===== src/rtl/r_type_exec.sv =====
// ============================================================================
//  Module   : r_type_exec
//  Purpose  : RV32I R-type execute/writeback stage with 32x32 register file.
//  Revision : 1.0
// ============================================================================
`default_nettype none

module r_type_exec #(
   parameter int XLEN  = 32,
   parameter int NREGS = 32
) (
   input  logic            clock,
   input  logic            reset,
   input  logic            in_valid,
   input  logic            Radd_en,
   input  logic            Rsub_en,
   input  logic            Rand_en,
   input  logic            Ror_en,
   input  logic            Rsll_en,
   input  logic            Rslt_en,
   input  logic            Rsltu_en,
   input  logic            Rxor_en,
   input  logic            Rsrl_en,
   input  logic            Rsra_en,
   input  logic [4:0]      rs1,
   input  logic [4:0]      rs2,
   input  logic [4:0]      rd,
   input  logic            rd_en,
   input  logic            wr_en,
   input  logic            ld_en,
   input  logic [4:0]      ld_addr,
   input  logic [XLEN-1:0] ld_data,
   input  logic [4:0]      dbg_addr,
   output logic [XLEN-1:0] dbg_data,
   output logic [XLEN-1:0] result,
   output logic [4:0]      result_rd,
   output logic            result_valid,
   output logic            illegal,
   output logic [31:0]     retired_count
);

   logic [XLEN-1:0] regs_q [NREGS];
   logic [XLEN-1:0] result_q;
   logic [4:0]      result_rd_q;
   logic            result_valid_q;
   logic            wr_en_q;
   logic            illegal_q;
   logic [31:0]     retired_q;
   logic [31:0]     retired_d;

   logic [9:0]      en_vec;
   logic            one_hot;
   logic            wb_fire;
   logic [XLEN-1:0] op_a;
   logic [XLEN-1:0] op_b;
   logic [4:0]      shamt;
   logic [XLEN-1:0] alu_res;

   assign en_vec  = {Rsra_en, Rsrl_en, Rxor_en, Rsltu_en, Rslt_en,
                     Rsll_en, Ror_en, Rand_en, Rsub_en, Radd_en};
   assign one_hot = (en_vec != 10'd0) && ((en_vec & (en_vec - 10'd1)) == 10'd0);

   assign wb_fire   = result_valid_q && wr_en_q && (result_rd_q != 5'd0);
   assign retired_d = retired_q + 32'd1;

   // The WB-stage result bypasses the array; preload data never does.
   always_comb begin
      op_a = '0;
      if (rd_en && rs1 != 5'd0) begin
         if (wb_fire && result_rd_q == rs1) op_a = result_q;
         else                               op_a = regs_q[rs1];
      end
   end

   always_comb begin
      op_b = '0;
      if (rd_en && rs2 != 5'd0) begin
         if (wb_fire && result_rd_q == rs2) op_b = result_q;
         else                               op_b = regs_q[rs2];
      end
   end

   assign shamt = op_b[4:0];

   always_comb begin
      alu_res = '0;
      if (Radd_en)       alu_res = op_a + op_b;
      else if (Rsub_en)  alu_res = op_a - op_b;
      else if (Rand_en)  alu_res = op_a & op_b;
      else if (Ror_en)   alu_res = op_a | op_b;
      else if (Rxor_en)  alu_res = op_a ^ op_b;
      else if (Rsll_en)  alu_res = op_a << shamt;
      else if (Rsrl_en)  alu_res = op_a >> shamt;
      else if (Rsra_en)  alu_res = $unsigned($signed(op_a) >>> shamt);
      else if (Rslt_en)  alu_res = {{(XLEN-1){1'b0}}, ($signed(op_a) < $signed(op_b))};
      else if (Rsltu_en) alu_res = {{(XLEN-1){1'b0}}, (op_a < op_b)};
   end

   always_ff @(posedge clock or negedge reset) begin
      if (!reset) begin
         for (int i = 0; i < NREGS; i++) regs_q[i] <= '0;
         result_q       <= '0;
         result_rd_q    <= '0;
         result_valid_q <= 1'b0;
         wr_en_q        <= 1'b0;
         illegal_q      <= 1'b0;
         retired_q      <= '0;
      end else begin
         // Writeback is assigned last so it wins a same-address preload.
         if (ld_en && ld_addr != 5'd0) regs_q[ld_addr] <= ld_data;
         if (wb_fire)                  regs_q[result_rd_q] <= result_q;

         if (in_valid) begin
            if (one_hot) begin
               result_q       <= alu_res;
               result_rd_q    <= rd;
               wr_en_q        <= wr_en;
               result_valid_q <= 1'b1;
               illegal_q      <= 1'b0;
               retired_q      <= retired_d;
            end else begin
               result_valid_q <= 1'b0;
               illegal_q      <= 1'b1;
            end
         end else begin
            result_valid_q <= 1'b0;
            illegal_q      <= 1'b0;
         end
      end
   end

   assign dbg_data      = (dbg_addr == 5'd0) ? '0 : regs_q[dbg_addr];
   assign result        = result_q;
   assign result_rd     = result_rd_q;
   assign result_valid  = result_valid_q;
   assign illegal       = illegal_q;
   assign retired_count = retired_q;

endmodule

`default_nettype wire


===== config.mk =====
export PLATFORM = sky130hd
export DESIGN_NAME = r_type_exec
export DESIGN_NICKNAME = d
export VERILOG_FILES = /design/src/rtl/r_type_exec.sv
export SDC_FILE = /design/constraint.sdc
export NUM_CORES = 2
export LEC_CHECK = 0
export BUFFER_PORTS_ARGS = -buffer_cell sky130_fd_sc_hd__buf_4
export CAP_MARGIN = 20
export CORE_MARGIN = 2
export CORE_UTILIZATION = 45
export CTS_CLUSTER_SIZE = 40
export DETAILED_ROUTE_END_ITERATION = 10
export PLACE_DENSITY_LB_ADDON = 0.2
export SYNTH_ARGS = -nofsm -noshare
export SYNTH_HDL_FRONTEND = slang
export SYNTH_SLANG_ARGS = --single-unit

===== constraint.sdc =====
create_clock -name clock -period 6 [get_ports clock]
set_input_delay 0.9 -clock clock [delete_from_list [all_inputs] [get_ports clock]]
set_output_delay 0.9 -clock clock [all_outputs]
set_load 0.01 [all_outputs]

Yosys cells after proc, flatten, opt, wreduce, memory -nomap -nowiden:

Cells that the tools add are included.

* flip-flop bits (word level): 1096
* input port bits: 73
* output and inout bits: 103
* word-level logic and storage cells: 119

* $add $sub $neg: 4
* order comparisons: 9
* equality and inequality tests: 2
* shifts and indexed selects: 3
* mux-type cells: 36
* bitwise operators: 9
* reduce and logical (&&, ||, !) cells: 18

Operators by type and width (count)
* $bwmux 1024: 2
* $mux 1024: 2
* $mux 32: 21
* $bmux 32 s5: 3
* $demux 32 s5: 2
* $lt 32x32->1: 2
* $add 32x1->32 const B: 1
* $add 32x32->32: 1
* $and 32x32->32: 1
* $or 32x32->32: 1
* $shl 32x5->32: 1
* $shr 32x5->32: 1
* $sshr 32x5->32: 1
* $sub 32x32->32: 1
* $xor 32x32->32: 1
* $ge 6x6->1 const B: 5
* $not 5->6: 5
* $reduce_bool 5->1: 4
* $lt 6x1->1 const B: 2
* $and 10x10->10: 1
* $eq 5x5->1: 2
* $logic_and 1x1->1: 10
* $logic_not 10->1: 1
* $reduce_bool 10->1: 1
* 4 further kinds: 9

Logic depth before layout (Yosys ltp):

* word-level depth: 17
* mapped depth: 30

Least setup slack after synthesis:

OpenSTA, ideal clock, no wires.

* path kind: input to register
* start point: in rs2[0]
* end point: reg result_q[29] (netlist: result[29])
* arrival time: 6.722 ns
* required time: 5.913 ns
* path slack: -0.809 ns
* stages on the path: 29
* buffers on the path: 11
* path through: buf_6 buf_12 buf_6 buf_4 buf_2 buf_2 buf_2 buf_2 buf_2 buf_2 mux2i_1 o221ai_1 a221oi_1 o31ai_1 nand2_1 ha_1 clkbuf_1 nand2b_1 a21oi_1 nor3_1 a221oi_1 a2111oi_0 o21ai_0 a41oi_1 nor2b_1 o21ai_0 nand3b_1 a32o_1 o211ai_1

* longest elaborated chain between the ends: 15
* elaborated cells between the ends (all ways): 26
* classes of those cells: 2 x add/sub; 1 x eq/ne; 3 x shift; 13 x mux; 4 x bitwise; 3 x reduce/logical

RTL lines
* from (decl): RTL line 26 `input logic [4:0] rs2,`
* $not 5->6 (implied by the code): RTL line 79 `else op_b = regs_q[rs2];`
* $bmux 32 s5: RTL line 79
* $mux 32 (implied by the code) (2 in series): RTL line 79
* $mux 32: RTL line 78 `if (wb_fire && result_rd_q == rs2) op_b = result_q;`
* $mux 32 (*): RTL line 77 `if (rd_en && rs2 != 5'd0) begin`
* $sshr 32x5->32: RTL line 94 `else if (Rsra_en) alu_res = $unsigned($signed(op_a) >>> shamt);`
* $mux 32: RTL line 94
* $mux 32: RTL line 93 `else if (Rsrl_en) alu_res = op_a >> shamt;`
* $mux 32: RTL line 92 `else if (Rsll_en) alu_res = op_a << shamt;`
* $mux 32: RTL line 91 `else if (Rxor_en) alu_res = op_a ^ op_b;`
* $mux 32: RTL line 90 `else if (Ror_en) alu_res = op_a | op_b;`
* $mux 32: RTL line 89 `else if (Rand_en) alu_res = op_a & op_b;`
* $mux 32: RTL line 88 `else if (Rsub_en) alu_res = op_a - op_b;`
* $mux 32 (*): RTL line 87 `if (Radd_en) alu_res = op_a + op_b;`
* to (signal assigned): RTL line 115 `result_q <= alu_res;`
* to (decl): RTL line 43 `logic [XLEN-1:0] result_q;`

Mark *: on every way between the ends. The rest lies on a longest branch, timed or not. The select of a mux whose other input is x is not followed.
A chain may end at the register's enable or synchronous reset.

Final worst setup path:

* start point: in rs1[0]
* end point: reg result_q[25] (netlist: result[25])

* longest elaborated chain between the ends: 15
* elaborated cells between the ends (all ways): 26
* classes of those cells: 2 x add/sub; 1 x eq/ne; 3 x shift; 13 x mux; 4 x bitwise; 3 x reduce/logical

RTL lines
* from (decl): RTL line 25 `input logic [4:0] rs1,`
* $not 5->6 (implied by the code): RTL line 71 `else op_a = regs_q[rs1];`
* $bmux 32 s5: RTL line 71
* $mux 32 (implied by the code) (2 in series): RTL line 71
* $mux 32: RTL line 70 `if (wb_fire && result_rd_q == rs1) op_a = result_q;`
* $mux 32 (*): RTL line 69 `if (rd_en && rs1 != 5'd0) begin`
* $sshr 32x5->32: RTL line 94
* $mux 32: RTL line 94
* $mux 32: RTL line 93
* $mux 32: RTL line 92
* $mux 32: RTL line 91
* $mux 32: RTL line 90
* $mux 32: RTL line 89
* $mux 32: RTL line 88
* $mux 32 (*): RTL line 87

Marks and branches as above.

==> run_results.csv <==
group,metric,value,unit
drt,final_antenna_net_count,0,
finish,areaGrowthSynthToFinish,16.8,%
global_route,grt_overflow_total,0,
floorplanning,die_h,439,µm
drt,wirelength,436000,µm
sta,fmax,172,MHz
min_path,hold_path.class,"input pin to async pin",
synth,yosys.area.top_type,"dfrtp_1",
place,gp_congestion,1.05,
sta,rsz0062_at_grt,"no",
power,fin_total_pwr,29800,µW
finish,drive_gt1_share,26.4,%
drt,num_vias,81100,
floorplanning,rows,159,
worst_setup_path,crit_path_top_delay_cell,"mux4_2",
outcome,status,"finished, violations left",
worst_setup_path,cpMostUsedCell,"buf_4",
global_route,antenna_found_initial,25,
sta,hold_violations,0,
worst_setup_path,critPathLaunchType,"input pin",
worst_setup_path,rrSetupSlack,300,ps
synth,synth_top_area_share,32.2,%
power,powerDensity,300,nW/µm²
clock_network,post_cts_buffers,0,
place,io_buffers,175,
worst_setup_path,timing.rr.start,"result_rd[3]",
worst_setup_path,path_cells,"buf_8, buf_12, buf_4, mux4_2, a22o_1, a221oi_1, nand4_1, buf_4, o21ai_0, or2_2, ha_1, nor3_1, buf_4, and3_1, o21ai_0, nor4b_1, o31a_1, nor2_1, o31a_1, o31ai_1, mux2_2, a21oi_1",
synth,async_flop_share,100,%
drt,first_pass_iters,11,
worst_setup_path,reg2reg_depth,22,
synth,synthTopCellsByArea,"dfrtp_1 (32%), mux4_2 (20%), mux2i_1 (15%)",
power,power_leakage,0.0392,µW
clock_network,path_clk_slew,60,ps
synth,synth_edf_count,0,
place,post-dp-hpwl,301000,µm
synth,synth_cells,8571,
synth,syn_avg_cell_area,9.92,µm²
clock_network,clk_latency,840,ps
drt,drcViolationCount,30,
global_route,grt_pass1_vias,78200,
sta,period_share,96.9,%
synth,synth_ff_type,"dfrtp_1",
clock_network,h-tree-depth,4,
sta,setup_tns,0,ps
synth,ys_types,103,
clock_network,cts_buffer_depth,3,
floorplanning,initial_core_util,45.3,%
clock_network,cts.repair.resized,0,
drt,drt-initial-drc-count,12400,
worst_setup_path,reg2reg_to,"result[29]",
synth,ys_ff_latch,1096,
finish,utilization,52.9,%
worst_setup_path,cp.required,6730,ps
place,post_dp_cell_area,94800,µm²
sta,fin_hold_ws,46.8,ps
floorplanning,core,188000,µm²
sta,slew_viol_final,0,
sta,finalCriticalPeriod,5820,ps
synth,synth_fp_nets,8742,
global_route,grt_max_degree,149,
drt,drt-wirelength-per-cell,37.7,µm
worst_setup_path,end_kind,"flop",
drt,vias_per_cell,7.01,
synth,syn_area,85100,µm²
floorplanning,die_w,439,µm
clock_network,cts_root_buf,"clkbuf_16",
worst_setup_path,crit_path_max_incr_delay,560,ps
global_route,grt_usage,44.8,%
outcome,failed_checks,"design-rule violations",
sta,finalClockSkew,38.4,ps
floorplanning,design.die.area,193000,µm²
finish,finalNetCount,9130,
synth,yosys_warnings,0,
sta,relSlewSlack,12.0,%
floorplanning,pin_count,176,
worst_setup_path,cp_max_fo,16,
power,irDropWorstVdd,0.241,mV
clock_network,cts_hold_buf,0,
worst_setup_path,cp-startpoint,"rs1[0]",
worst_setup_path,crit_buf_inv,5,
worst_setup_path,critPathTopFamily,"compound AO/OA/AOI/OAI gates",
worst_setup_path,crit_arrival,6550,ps
finish,postLayoutCellArea,99300,µm²
sta,tightest_slew,1320,ps
clock_network,cts_tree,"done",
worst_setup_path,crit_type,"input pin to flop",
clock_network,cts_buffers,136,
sta,setup-violations-final,0,
synth,ys_seq_area_share,32.2,%
job,cap_viol_max_count,0,
clock_network,cts.sink_count,1096,
global_route,grt_pass1_wl,612000,µm
==> per-layer routing <==
layer	track usage (%)	share of wire (%)	wire, µm	up-vias
li1	-	-	-	32600
met1	57.0	37	160000	40400
met2	63.3	42	182000	6418
met3	15.3	13	56900	1633
met4	32.7	8.7	37800	20
met5	0	0.031	135	-
==> sequential cells by signal (all words and copies together), names as in the netlist <==
| register | count |
|---|---|
| result | 32 |
| retired_count | 32 |
| wr_en_q | 1 |
| result_rd | 5 |
| regs_q | 1024 |
| illegal | 1 |
| result_valid | 1 |
==> power breakdown <==
part | internal (µW) | switching [µW]
logic | 4840 | 5770
clock network | 4790 | 3700
registers | 8810 | 1900
==> worst max-delay path by stage <==
stage / end / slack, ps / cells after the start
CTS: result[25] / 120 / 21
global placement: result[25] / -620 / 21
finish: result[25] / 180 / 22
global route: result[25] / 100 / 22
floorplan: result[30] / 1 / 28
detailed placement: result[25] / -710 / 21
==> worst reg2reg max path, stage by stage (launching register included) <==
cell	delay (ps)
dfrtp_1	370
buf_4	180
xnor2_1	360
nand3_1	370
buf_4	290
nor3_2	190
buf_4	270
a221o_1	520
inv_1	200
ha_1	350
buf_4	180
inv_1	70
o211ai_1	220
nor3_2	80
a221oi_2	500
a2111oi_2	170
o21ai_1	280
a41oi_2	180
nor2b_1	180
nor3_1	60
o21a_1	200
a32o_1	210
o211ai_1	170
==> kinds of logic (layout without fill, tap and decap cells) <==
group	count (synthesis)	after routing	share of synthesized area, %
simple gates	2138	2138	10.3
mux	2077	2077	35.5
flops	1096	1096	32.2
buf+inv	1100	1585	5.36
other cells	0	16	0
compound gates	1987	1987	14.4
fa+ha+maj	98	98	1.46
xor+xnor	75	75	0.772
==> through the flow <==
step,instances,worst slack [ps]
final,11600,183
after global routing,11600,95.5
after CTS,11500,125
after detailed placement,11300,-709
after global placement,11300,-619
after floorplan,8571,1.18
==> synth_stat cells (13+ instances only) <==
library cell,n
nand3_1,116
nor2b_1,30
o221ai_1,50
a21o_1,13
o21ai_0,882
buf_4,28
and3_1,15
dfrtp_1,1096
a31oi_1,93
mux2_2,54
o21bai_1,16
or3_1,13
buf_2,92
mux4_2,742
a211oi_1,38
mux2i_1,1277
or2_2,16
o31a_1,13
nor2_1,562
and2_1,14
nand2_1,1207
xnor2_1,65
a211o_1,19
ha_1,96
buf_6,23
a221o_1,17
clkbuf_1,707
nor3_1,60
nand2b_1,24
o211ai_1,32
nor4_1,18
o21a_1,17
o31ai_1,25
a21oi_1,364
o22ai_1,40
inv_1,115
a22oi_1,116
a22o_1,30
buf_1,119
a221oi_1,56
nand4_1,28
==> placed cells by master, fill, tap and decap left out, types with 33 or more instances in the layout <==
cell,count
a211oi_1,38
a21oi_1,362
a221oi_1,51
a22oi_1,116
a31oi_1,92
buf_12,67
buf_4,1147
clkbuf_1,33
clkbuf_16,139
dfrtp_1,1096
ha_1,96
inv_1,115
mux2_2,54
mux2i_1,1277
mux4_2,742
nand2_1,1191
nand3_1,112
nor2_1,513
nor2_4,46
nor3_1,57
o21ai_0,881
o221ai_1,50
o22ai_1,40
xnor2_1,65
==> area by class of cell <==
cell class | instances | area [µm²]
Fill cell | 16900 | 88500
Clock inverter | 32 | 392
Timing Repair Buffer | 1225 | 10100
Tap cell | 2495 | 3120
Clock buffer | 203 | 4030
Inverter | 125 | 469
Antenna cell | 16 | 40.0
Sequential cell | 1096 | 27400
Multi-Input combinational cell | 6375 | 53800
Power figures use the tool's default switching activity.
